==> config.mk <==
export PLATFORM = sky130hd
export DESIGN_NAME = pc_fetch_sequencer
export DESIGN_NICKNAME = d
export VERILOG_FILES = /design/src/rtl/fetch_pkg.sv /design/src/rtl/pc_reg.sv /design/src/rtl/pc_fetch_sequencer.sv
export SDC_FILE = /design/constraint.sdc
export NUM_CORES = 1
export LEC_CHECK = 0
export CAP_MARGIN = 20
export CORE_ASPECT_RATIO = 1.2
export CORE_UTILIZATION = 43
export CTS_BUF_LIST = sky130_fd_sc_hd__clkbuf_16
export DETAILED_ROUTE_END_ITERATION = 7
export GPL_TIMING_DRIVEN = 0
export HOLD_SLACK_MARGIN = 0.02
export PLACE_DENSITY = 0.81
export RECOVER_POWER = 100
export SLEW_MARGIN = 20
export SYNTH_ARGS = -nofsm -noshare
export SYNTH_HDL_FRONTEND = slang
export SYNTH_SLANG_ARGS = --single-unit
==> constraint.sdc <==
create_clock -name clk_i -period 2.8 [get_ports clk_i]
set_input_delay 0.42 -clock clk_i [delete_from_list [all_inputs] [get_ports clk_i]]
set_output_delay 0.42 -clock clk_i [all_outputs]
set_load 0.05 [all_outputs]
==> src/rtl/fetch_pkg.sv <==
// -----------------------------------------------------------------------------
// fetch_pkg
//
// Shared types and constants for the instruction-fetch sequencer.
//   fetch_state_e : sequencer FSM state encoding (also driven on the debug port)
//   InstrWidth    : width of an instruction word
//   PcStep        : byte distance between sequential instructions
//   NopInstr      : canonical NOP encoding (addi x0, x0, 0)
// -----------------------------------------------------------------------------
package fetch_pkg;

  typedef enum logic [2:0] {
    IDLE   = 3'd0,
    REQ    = 3'd1,
    WAIT   = 3'd2,
    HOLD   = 3'd3,
    HALTED = 3'd4
  } fetch_state_e;

  localparam int unsigned InstrWidth = 32;
  localparam int unsigned PcStep     = 4;
  localparam logic [InstrWidth-1:0] NopInstr = 32'h0000_0013;

endpackage : fetch_pkg

==> src/rtl/pc_reg.sv <==
// -----------------------------------------------------------------------------
// pc_reg
//
// Address-wide register with load enable. Used for both the program counter
// and the pending flush target.
//
// Ports:
//   clk_i   : clock
//   rst_ni  : asynchronous reset, active-low; q_o returns to ResetVector
//   load_i  : capture d_i on the next rising edge
//   d_i     : next value
//   q_o     : current value
// -----------------------------------------------------------------------------
module pc_reg #(
  parameter int unsigned            DataWidth   = 32,
  parameter logic [DataWidth-1:0]   ResetVector = '0
) (
  input  logic                 clk_i,
  input  logic                 rst_ni,
  input  logic                 load_i,
  input  logic [DataWidth-1:0] d_i,
  output logic [DataWidth-1:0] q_o
);

  logic [DataWidth-1:0] r_q;

  always_ff @(posedge clk_i or negedge rst_ni) begin
    if (!rst_ni) begin
      r_q <= ResetVector;
    end else if (load_i) begin
      r_q <= d_i;
    end
  end

  assign q_o = r_q;

endmodule : pc_reg

==> src/rtl/pc_fetch_sequencer.sv <==
// -----------------------------------------------------------------------------
// pc_fetch_sequencer
//
// Owns the program counter and fetches one instruction at a time from the
// instruction memory, handing each to the core before advancing the PC.
// Next-PC priority is trap > redirect > sequential (pc + PcStep, wrapping).
//
// Handshakes (valid/ready semantics):
//   imem request : imem_req_o/imem_addr_o are held stable until imem_gnt_i is
//                  sampled high; a request is accepted on that edge. Exactly one
//                  transaction is outstanding, completed by one imem_rvalid_i.
//   core delivery: instr_valid_o/instr_o/instr_pc_o are held stable until
//                  instr_ready_i is sampled high while instr_valid_o is high.
//
// Ports:
//   clk_i, rst_ni          : clock, asynchronous active-low reset
//   imem_req_o/addr_o      : fetch request and word-aligned address
//   imem_gnt_i             : request accepted this cycle
//   imem_rvalid_i/rdata_i  : fetch response (ignored outside WAIT)
//   instr_valid_o/instr_o/instr_pc_o : instruction offered to the core
//   instr_ready_i          : core consumes the instruction
//   redirect_i/redirect_pc_i : taken branch/jump and its target
//   trap_i                 : trap request, target is TrapVector
//   halt_i                 : stop fetching (sampled in IDLE and at handshake)
//   halted_o               : sequencer is halted until reset
//   dbg_state_o            : current FSM state, for observation only
// -----------------------------------------------------------------------------
module pc_fetch_sequencer
  import fetch_pkg::*;
#(
  parameter int unsigned          DataWidth   = 32,
  parameter logic [DataWidth-1:0] ResetVector = '0,
  parameter logic [DataWidth-1:0] TrapVector  = DataWidth'(32'h0000_0100)
) (
  input  logic                  clk_i,
  input  logic                  rst_ni,
  output logic                  imem_req_o,
  output logic [DataWidth-1:0]  imem_addr_o,
  input  logic                  imem_gnt_i,
  input  logic                  imem_rvalid_i,
  input  logic [InstrWidth-1:0] imem_rdata_i,
  output logic                  instr_valid_o,
  output logic [InstrWidth-1:0] instr_o,
  output logic [DataWidth-1:0]  instr_pc_o,
  input  logic                  instr_ready_i,
  input  logic                  redirect_i,
  input  logic [DataWidth-1:0]  redirect_pc_i,
  input  logic                  trap_i,
  input  logic                  halt_i,
  output logic                  halted_o,
  output fetch_state_e          dbg_state_o
);

  // ---------------------------------------------------------------------------
  // Registers
  // ---------------------------------------------------------------------------
  fetch_state_e          r_state;
  logic                  r_kill;      // in-flight fetch belongs to a flushed path
  logic                  r_req;
  logic                  r_valid;
  logic [InstrWidth-1:0] r_instr;
  logic [DataWidth-1:0]  r_instr_pc;
  logic                  r_halted;

  // ---------------------------------------------------------------------------
  // Next-PC datapath
  // ---------------------------------------------------------------------------
  logic                 w_evt;        // trap or redirect this cycle
  logic [DataWidth-1:0] w_evt_tgt;    // trap > redirect, word aligned
  logic [DataWidth-1:0] w_seq_pc;
  logic [DataWidth-1:0] w_pc_q;
  logic [DataWidth-1:0] w_pc_d;
  logic                 w_pc_load;
  logic [DataWidth-1:0] w_tgt_q;
  logic                 w_tgt_load;
  logic                 w_drop;       // response in WAIT that must be discarded

  always_comb begin
    w_evt     = trap_i | redirect_i;
    w_evt_tgt = trap_i ? TrapVector : {redirect_pc_i[DataWidth-1:2], 2'b00};
    // Plain modular add: 0xFFFF_FFFC + 4 wraps to zero.
    w_seq_pc  = w_pc_q + DataWidth'(PcStep);
    // A flush arriving in the same cycle as the response also kills it.
    w_drop    = (r_state == WAIT) && imem_rvalid_i && (r_kill || w_evt);

    w_pc_load = 1'b0;
    w_pc_d    = w_pc_q;
    case (r_state)
      WAIT: begin
        if (w_drop) begin
          w_pc_load = 1'b1;
          // A flush in this very cycle is the latest event, so it wins.
          w_pc_d    = w_evt ? w_evt_tgt : w_tgt_q;
        end
      end
      HOLD: begin
        if (instr_ready_i) begin
          w_pc_load = 1'b1;
          w_pc_d    = w_evt ? w_evt_tgt : w_seq_pc;
        end else if (w_evt) begin
          w_pc_load = 1'b1;
          w_pc_d    = w_evt_tgt;
        end
      end
      default: begin
        w_pc_load = 1'b0;
        w_pc_d    = w_pc_q;
      end
    endcase

    // Pending target only matters while a fetch is outstanding; later events
    // overwrite earlier ones.
    w_tgt_load = ((r_state == REQ) || (r_state == WAIT)) && w_evt;
  end

  pc_reg #(
    .DataWidth  (DataWidth),
    .ResetVector(ResetVector)
  ) u_pc (
    .clk_i (clk_i),
    .rst_ni(rst_ni),
    .load_i(w_pc_load),
    .d_i   (w_pc_d),
    .q_o   (w_pc_q)
  );

  pc_reg #(
    .DataWidth  (DataWidth),
    .ResetVector('0)
  ) u_pending_tgt (
    .clk_i (clk_i),
    .rst_ni(rst_ni),
    .load_i(w_tgt_load),
    .d_i   (w_evt_tgt),
    .q_o   (w_tgt_q)
  );

  // ---------------------------------------------------------------------------
  // Sequencer FSM with registered outputs
  // ---------------------------------------------------------------------------
  always_ff @(posedge clk_i or negedge rst_ni) begin
    if (!rst_ni) begin
      r_state    <= IDLE;
      r_kill     <= 1'b0;
      r_req      <= 1'b0;
      r_valid    <= 1'b0;
      r_instr    <= '0;
      r_instr_pc <= '0;
      r_halted   <= 1'b0;
    end else begin
      case (r_state)
        IDLE: begin
          if (halt_i) begin
            r_state  <= HALTED;
            r_halted <= 1'b1;
          end else begin
            r_state <= REQ;
            r_req   <= 1'b1;
          end
        end

        REQ: begin
          // The request itself is never withdrawn; a flush only marks it dead.
          if (w_evt) begin
            r_kill <= 1'b1;
          end
          if (imem_gnt_i) begin
            r_req   <= 1'b0;
            r_state <= WAIT;
          end
        end

        WAIT: begin
          if (imem_rvalid_i) begin
            if (r_kill || w_evt) begin
              r_kill  <= 1'b0;
              r_req   <= 1'b1;
              r_state <= REQ;
            end else begin
              r_instr    <= imem_rdata_i;
              r_instr_pc <= w_pc_q;
              r_valid    <= 1'b1;
              r_state    <= HOLD;
            end
          end else if (w_evt) begin
            r_kill <= 1'b1;
          end
        end

        HOLD: begin
          if (instr_ready_i) begin
            r_valid <= 1'b0;
            if (halt_i) begin
              r_state  <= HALTED;
              r_halted <= 1'b1;
            end else begin
              r_state <= REQ;
              r_req   <= 1'b1;
            end
          end else if (w_evt) begin
            // Held instruction is on the wrong path: drop it and refetch.
            r_valid <= 1'b0;
            r_state <= REQ;
            r_req   <= 1'b1;
          end
        end

        HALTED: begin
          r_req   <= 1'b0;
          r_valid <= 1'b0;
        end

        default: begin
          r_state <= IDLE;
          r_req   <= 1'b0;
          r_valid <= 1'b0;
          r_kill  <= 1'b0;
        end
      endcase
    end
  end

  assign imem_req_o    = r_req;
  assign imem_addr_o   = w_pc_q;
  assign instr_valid_o = r_valid;
  assign instr_o       = r_instr;
  assign instr_pc_o    = r_instr_pc;
  assign halted_o      = r_halted;
  assign dbg_state_o   = r_state;

endmodule : pc_fetch_sequencer

==> summary.txt <==
DRT Wirelength -> 20.5 mm
ys flop type -> dfrtp_1
Die Ht -> 138 um
Leak -> 4.27 nW
HPWL after DPL -> 14.9 mm
total core area -> 0.0151 mm^2
post-synth top area cell -> dfrtp_1
RSZ-0062 raised after global routing -> false
EDFF count, synth -> 0
GPL Wtd Cong -> 0.943
Detailed Route Iter0 Violations -> 755
Vias/cell -> 5.86
IO buf count -> 166
initial antenna violation count -> 0
syn_area_per_cell -> 9.96 um^2
grt ovf -> 0
layout cells sized above 1 -> 11.8%
simple-gate share of the synthesized area -> 15.2%
Arr. time, crit path -> 3.10 ns
Worst Path Buf+Inv -> 2
TritonCTS clock tree -> yes
Initial Utilization -> 44.1%
clk slew on worst S/H paths -> 0.06 ns
diode count -> 0
Die ar. -> 0.0160 mm^2
Synth Area in XOR/XNOR -> 1.18%
global routing usage on met2 -> 43.5%
final core utilization -> 61.5%
Vias -> 6296
Routed Antenna Nets -> 0
vias in the first global route -> 6201
Die Span X -> 116 um
clk_skew -> 0.00684 ns
fill cell total of the finished layout -> 1265
worst hold margin -> 0.478 ns
CP Capture Type -> flip-flop
Mapped Area -> 0.00666 mm^2
sequential area share after synthesis -> 48.5%
worst min path class -> reg -> reg
Storage cell area -> 0.00323 mm^2
worst IR drop on VDD -> 0.414 mV
worst skew pair latency -> 0.42 ns
top-area cell type share of the netlist area -> 48.5%
Most Used Layer, Global Route -> met2
num ports -> 174
GR Util met3 -> 6.36%
largest family of logic cells by synthesized area -> compound AO/OA/AOI/OAI gates
CTS max path bufs -> 2
failing checks -> design-rule violations, max-capacitance violations, max-slew violations
required time of the critical path -> 3.14 ns
top cell family by delay on the critical path -> compound AO/OA/AOI/OAI gates
outcome -> complete, but fails checks
YS warnings -> 0
dpl ws -> -0.0864 ns
slowest cell on the critical path -> a311oi_2
Area contributors post-synth -> dfrtp_1, mux2_2, o21ai_0
DRC Markers -> 3
Mapped Cells -> 668
Post-Synth Adder-Cell Area -> 0.188%
Multi-input gate area -> 0.00314 mm^2
Resized Gates After CTS -> 0
Site Rows -> 49
min cycle time layout -> 2.76 ns
ys async rst share -> 100%
commonest non-fill, non-tap cell in the layout -> dfrtp_1
Clock Sinks -> 129
Power Dens Cells -> 793 mW/mm^2
CTS Hold Bufs -> 1
Unique masters post-synth -> 67
max incr delay on CP -> 0.66 ns
layout net count -> 931
first-pass GRT wire length -> 32.1 mm
H-Tree Level Count -> 4
largest net degree at the start of global routing -> 101
Routed wire per std cell -> 19.1 um
post-synthesis mux area share -> 10.5%
Slew Viols, Final -> 30
Rel. slew slack -> -16.7%
Final Cycle Share -> 98.7%
flop and latch count out of synthesis -> 129
Slew @ Worst Pin -> 1.75 ns
Synth Area in Compound Gates -> 19.9%
met1 Resource Use GR -> 31.1%
CP cell instances -> clkdlybuf4s50_1 > nand2_1 > a311oi_2 > clkbuf_1 > o21ai_0 > a21oi_1
most frequent cells in the layout -> dfrtp_1, dlygate4sd3_1, nand2_1
Max Cap Violations -> 1
total track usage -> 26.1%
clock root buffer -> clkbuf_16
crit start category -> primary input
Initial DRT Pass Iterations -> 8
slack of the critical path -> 0.0374 ns
CTS Buf Count -> 17
Achievable Freq -> 0.362 GHz
# setup viols final -> 0
area grow syn2layout -> 39.3%
post-CTS setup buffer count -> 0
worst-path fanout max -> 10
Final Hold Viols -> 0
Setup Crit Path Kind -> in -> reg
==> report_power, final <==
group          leakage [nW]  internal (mW)  switching (mW)
Combinational          2.34          0.740            1.52
Clock                 0.318           1.66           0.840
Sequential             1.61           2.17           0.417
==> synth_stat cells (all sizes together), types with 2 or more instances <==
library cell / instances
o21ai: 61
nor2: 43
nand2: 73
a31oi: 11
nand3: 18
a22oi: 31
nor4: 7
a211oi: 2
o2111ai: 3
o311ai: 2
clkbuf: 30
xor2: 3
nand4: 11
a2bb2oi: 2
nand2b: 7
a21o: 3
xnor2: 6
o31ai: 2
a22o: 14
and2: 2
a311oi: 2
and3: 6
mux2: 62
o211ai: 7
a21oi: 38
or4: 6
and4: 4
nor3b: 3
buf: 23
dfrtp: 129
nor3: 9
inv: 9
o22ai: 4
o221ai: 8
nor2b: 6
nand3b: 2
==> routing by layer <==
layer  share of wire (%)  wire, um
met3                 8.9      1820
met5                   0         0
met1                  38      7830
met4                 4.2       861
met2                  49      9970
==> state kept, by name (all words and copies together) (netlist names) <==
register	count
instr_o	32
instr_pc_o	30
u_pc.q_o	30
u_pending_tgt.q_o	30
dbg_state_o	3
halted_o	1
imem_req_o	1
instr_valid_o	1
r_kill	1
==> per-stage QoR <==
step,instances,area [um^2],setup TNS (ns),total power [mW]
after floorplan,671,6670,0,3.99
after global placement,1041,8580,-489.52,4.91
after detailed placement,1042,8620,-0.121,4.96
after CTS,1075,9290,0,7.47
after global routing,1075,9270,0,7.61
final,1075,9270,0,7.35
==> path summary, 6_finish.rpt <==
path                                      from        endpoint  slack (ns)  depth (start not counted)
worst max register to register  dbg_state_o[0]    u_pc.q_o[12]        0.19                          5
max in group asynchronous               rst_ni  instr_pc_o[25]        0.58                          3
worst min register to register  instr_pc_o[12]  instr_pc_o[12]        0.48                          2
worst min-delay path            instr_pc_o[12]  instr_pc_o[12]        0.48                          2
worst max-delay path             instr_ready_i    u_pc.q_o[12]        0.04                          6
min in group asynchronous               rst_ni   instr_pc_o[2]        1.00                          2
==> final cells by class <==
type / count / area share, %
tap: 204 / 2.75
clock buffer: 17 / 4.59
multi-input combinational: 480 / 33.8
sequential: 129 / 34.8
timing repair buffer: 168 / 18.3
clock inverter: 15 / 2.58
buffer: 53 / 2.81
inverter: 9 / 0.364
==> tightest hold or removal path, stage by stage, from the launching register on <==
cell	delay [ns]
dfrtp_1	0.34
nand2_1	0.05
o21ai_0	0.06
==> cells by family after synthesis <==
| kind of cell | Yosys count |
|---|---|
| AOI/OAI and AO/OA | 203 |
| and+or+nand+nor | 201 |
| DFF | 129 |
| muxes | 62 |
| buffers and inverters | 62 |
| xor gates and xnor gates | 9 |
| adders and majority gates | 1 |
| other | 1 |
Note: power is estimated with default switching activity, not from simulation.
==> RTL edit: new RTL, same flow settings <==
Reset style: synchronous (`rst_ni`), changed in 2 clocked blocks. Comments in the files are not updated.
--- a/src/rtl/pc_reg.sv
+++ b/src/rtl/pc_reg.sv
@@ -24,7 +24,7 @@
 
   logic [DataWidth-1:0] r_q;
 
-  always_ff @(posedge clk_i or negedge rst_ni) begin
+  always_ff @(posedge clk_i) begin
     if (!rst_ni) begin
       r_q <= ResetVector;
     end else if (load_i) begin
--- a/src/rtl/pc_fetch_sequencer.sv
+++ b/src/rtl/pc_fetch_sequencer.sv
@@ -138,7 +138,7 @@
   // ---------------------------------------------------------------------------
   // Sequencer FSM with registered outputs
   // ---------------------------------------------------------------------------
-  always_ff @(posedge clk_i or negedge rst_ni) begin
+  always_ff @(posedge clk_i) begin
     if (!rst_ni) begin
       r_state    <= IDLE;
       r_kill     <= 1'b0;
Formal check against the unedited RTL: differs if rst_ni is asserted again (counterexample within 4 cycles, from zero or initial values and one cycle with rst_ni low); with rst_ni held inactive, the same outputs for 4 cycles.
==> RTL edit against the original RTL <==
Wire length rose by 3.5%; critical path type unchanged; non-clock buffer count increased by 19; cell area fell by 4.9%; register-to-register slack better by 60 ps; area after synthesis shrank 5.0%; sequential cell count stayed put; count of clock-buffer cells in the layout unchanged; worst hold slack got worse by 31 ps; setup slack better by 160 ps; sequential share of layout area is 5.5 points lower; critical path depth up 2.
Power is not compared: it rests on default switching activity, and its combinational part moved more than twofold at a synthesized area within 25%.
==> RTL edit: results (changes against the original RTL) <==
- Clock Pin Slew Worst Setup and Hold Paths: 60 ps (about the same)
- Worst r2r src: u_pc.q_o[2]$_SDFFE_PN0P_
- Final #Nets: 1071 (+15%)
- FILL cells: 1243 (-1.7%)
- Dpl hpwl: 15470 microns (+3.7%)
- 1st-iter DRT viols: 868 (+15%)
- CP max stage delay: 620 ps (-40 ps)
- DRT Wirelength: 21200 microns (+3.5%)
- Pleak: 0.003357 uW
- Yosys warns: 0 (unchanged)
- Share of the yosys chip area belonging to registers: 40.85% (-7.7 points)
- Final GP Congestion: 0.9281 (-1.6%)
- CP arrival: 2960 ps (-140 ps)
- Largest delay contributor family on the critical path: buffers and inverters
- Buffers added on ports: 167 (+0.60%)
- First-pass GRT wire length: 32850 microns (+2.3%)
- Reg2Reg Depth: 6 (+1)
- Hold EP: instr_o[0]$_SDFFE_PN0P_
- Setup Skew: 6.909 ps (+0.06780 ps)
- Mapped Cells: 809 (+21%)
- Via density: 5.907 (+0.86%)
- Reg2Reg Capture Point: u_pc.q_o[24]$_SDFFE_PN0P_
- Slowest CP cell: nor2b_1
- Layout Cells excl Fill: 1186 (+10%)
- DR pass1 iterations: 7 (-1)
- Synth top area cells: dfxtp_1 (41%), nand2_1 (9.4%), a21oi_1 (8.0%)
- Root buffer cell: clkbuf_16
- R2R setup slack: 250 ps (+60 ps)
- Hold Crit Start: instr_o[0]$_SDFFE_PN0P_
- All-Layer GR Usage: 27.54% (+1.4 points)
- Layout cells sized above 1: 7.122% (-4.7 points)
- CTS Buf Count: 17 (unchanged)
- Synth cell count leaders: nand2_1 (159), dfxtp_1 (129), a21oi_1 (101)
- Status: finished clean
- Largest net degree at the start of global routing: 17 (-83%)
- Number of global-route vias before repair: 6315 (+1.8%)
- Worst Max-Slew Pin Slew: 768.3 ps (-982.0 ps)
- Ys async rst share: 0% (-100 points)
- Netlist cell types: 71 (+6.0%)
## RTL edit: cell count changes in the layout (fill, tap and decap cells not counted), moves of 7 or more
cell,before,now
dfrtp_1,129,0
dfxtp_1,0,129
nand2_1,71,159
a21oi_1,38,101
mux2_2,47,1
o21ai_0,61,34
mux2_1,15,0
nor2_1,43,58
nand3_1,18,32
clkbuf_1,35,44
o31a_1,0,7
## RTL edit: how the worst max path moves through the flow
stage | startpoint | end | slack [ps] | cells past startpoint
final | redirect_i | u_pending_tgt.q_o[15]$_SDFFE_PN0P_ | 200 | 8
after floorplan | u_pc.q_o[2]$_SDFFE_PN0P_ | u_pc.q_o[28]$_SDFFE_PN0P_ | 440 | 6
after CTS | u_pc.q_o[2]$_SDFFE_PN0P_ | u_pc.q_o[24]$_SDFFE_PN0P_ | 400 | 6
after global routing | redirect_i | u_pc.q_o[23]$_SDFFE_PN0P_ | 100 | 7
after detailed placement | redirect_i | instr_o[19]$_SDFFE_PN0P_ | 110 | 8
after global placement | redirect_i | u_pending_tgt.q_o[25]$_SDFFE_PN0P_ | 130 | 8
## RTL edit: layout make-up
cell class	count	area, sq um	area share (%)
Multi-Input combinational cell	603	3342	37.91
Sequential cell	129	2582	29.29
Timing Repair Buffer	167	1672	18.96
Clock buffer	17	425.4	4.825
Buffer	73	365.4	4.144
Tap cell	175	219.0	2.484
Clock inverter	15	183.9	2.086
Inverter	7	26.28	0.2980
## RTL edit: per-layer routing
layer / vias up / global-route usage, % / part of all wire (%)
met5: - / 0 / 0
met4: 0 / 14.37 / 4.2
met3: 72 / 5.835 / 8.9
met2: 463 / 45.99 / 47
met1: 3182 / 33.34 / 40
li1: 3289 / - / -
## RTL edit: tightest hold or removal path, stage by stage (launching register included)
cell     delay [ps]
dfxtp_1         300
nand2_1          50
a21oi_1          50
## RTL edit: stage by stage
step / area [sq um] / hold WS (ps) / util (%) / setup slack (ps) / power (uW)
global route: 8816 / 464.6 / 61.42 / 103.3 / 4855
floorplan: 6334 / 432.0 / - / 439.6 / 2230
CTS: 8833 / 454.4 / 61.54 / 401.2 / 4720
finish: 8816 / 446.9 / 61.42 / 200.0 / 4713
global placement: 8224 / 441.3 / 57.30 / 125.3 / 2465
detailed placement: 8224 / 446.5 / 57.30 / 112.0 / 2468
## RTL edit: where the power goes
| group | switching, uW | internal, uW |
|---|---|---|
| combinational | 327 | 203 |
| clock | 871 | 1410 |
| sequential | 34.9 | 1870 |
| total | 1230 | 3480 |
## RTL edit: cell families after synthesis
logic type                 count (synthesis)  share of synthesized area, %
other                                      1                       0.05931
DFF                                      129                         40.85
muxes                                      6                        0.9697
adders and majority gates                  1                        0.1979
xor gates and xnor gates                   9                         1.247
and+or+nand+nor                          328                         24.62
AOI/OAI and AO/OA                        255                         25.81
buffers and inverters                     80                         6.254
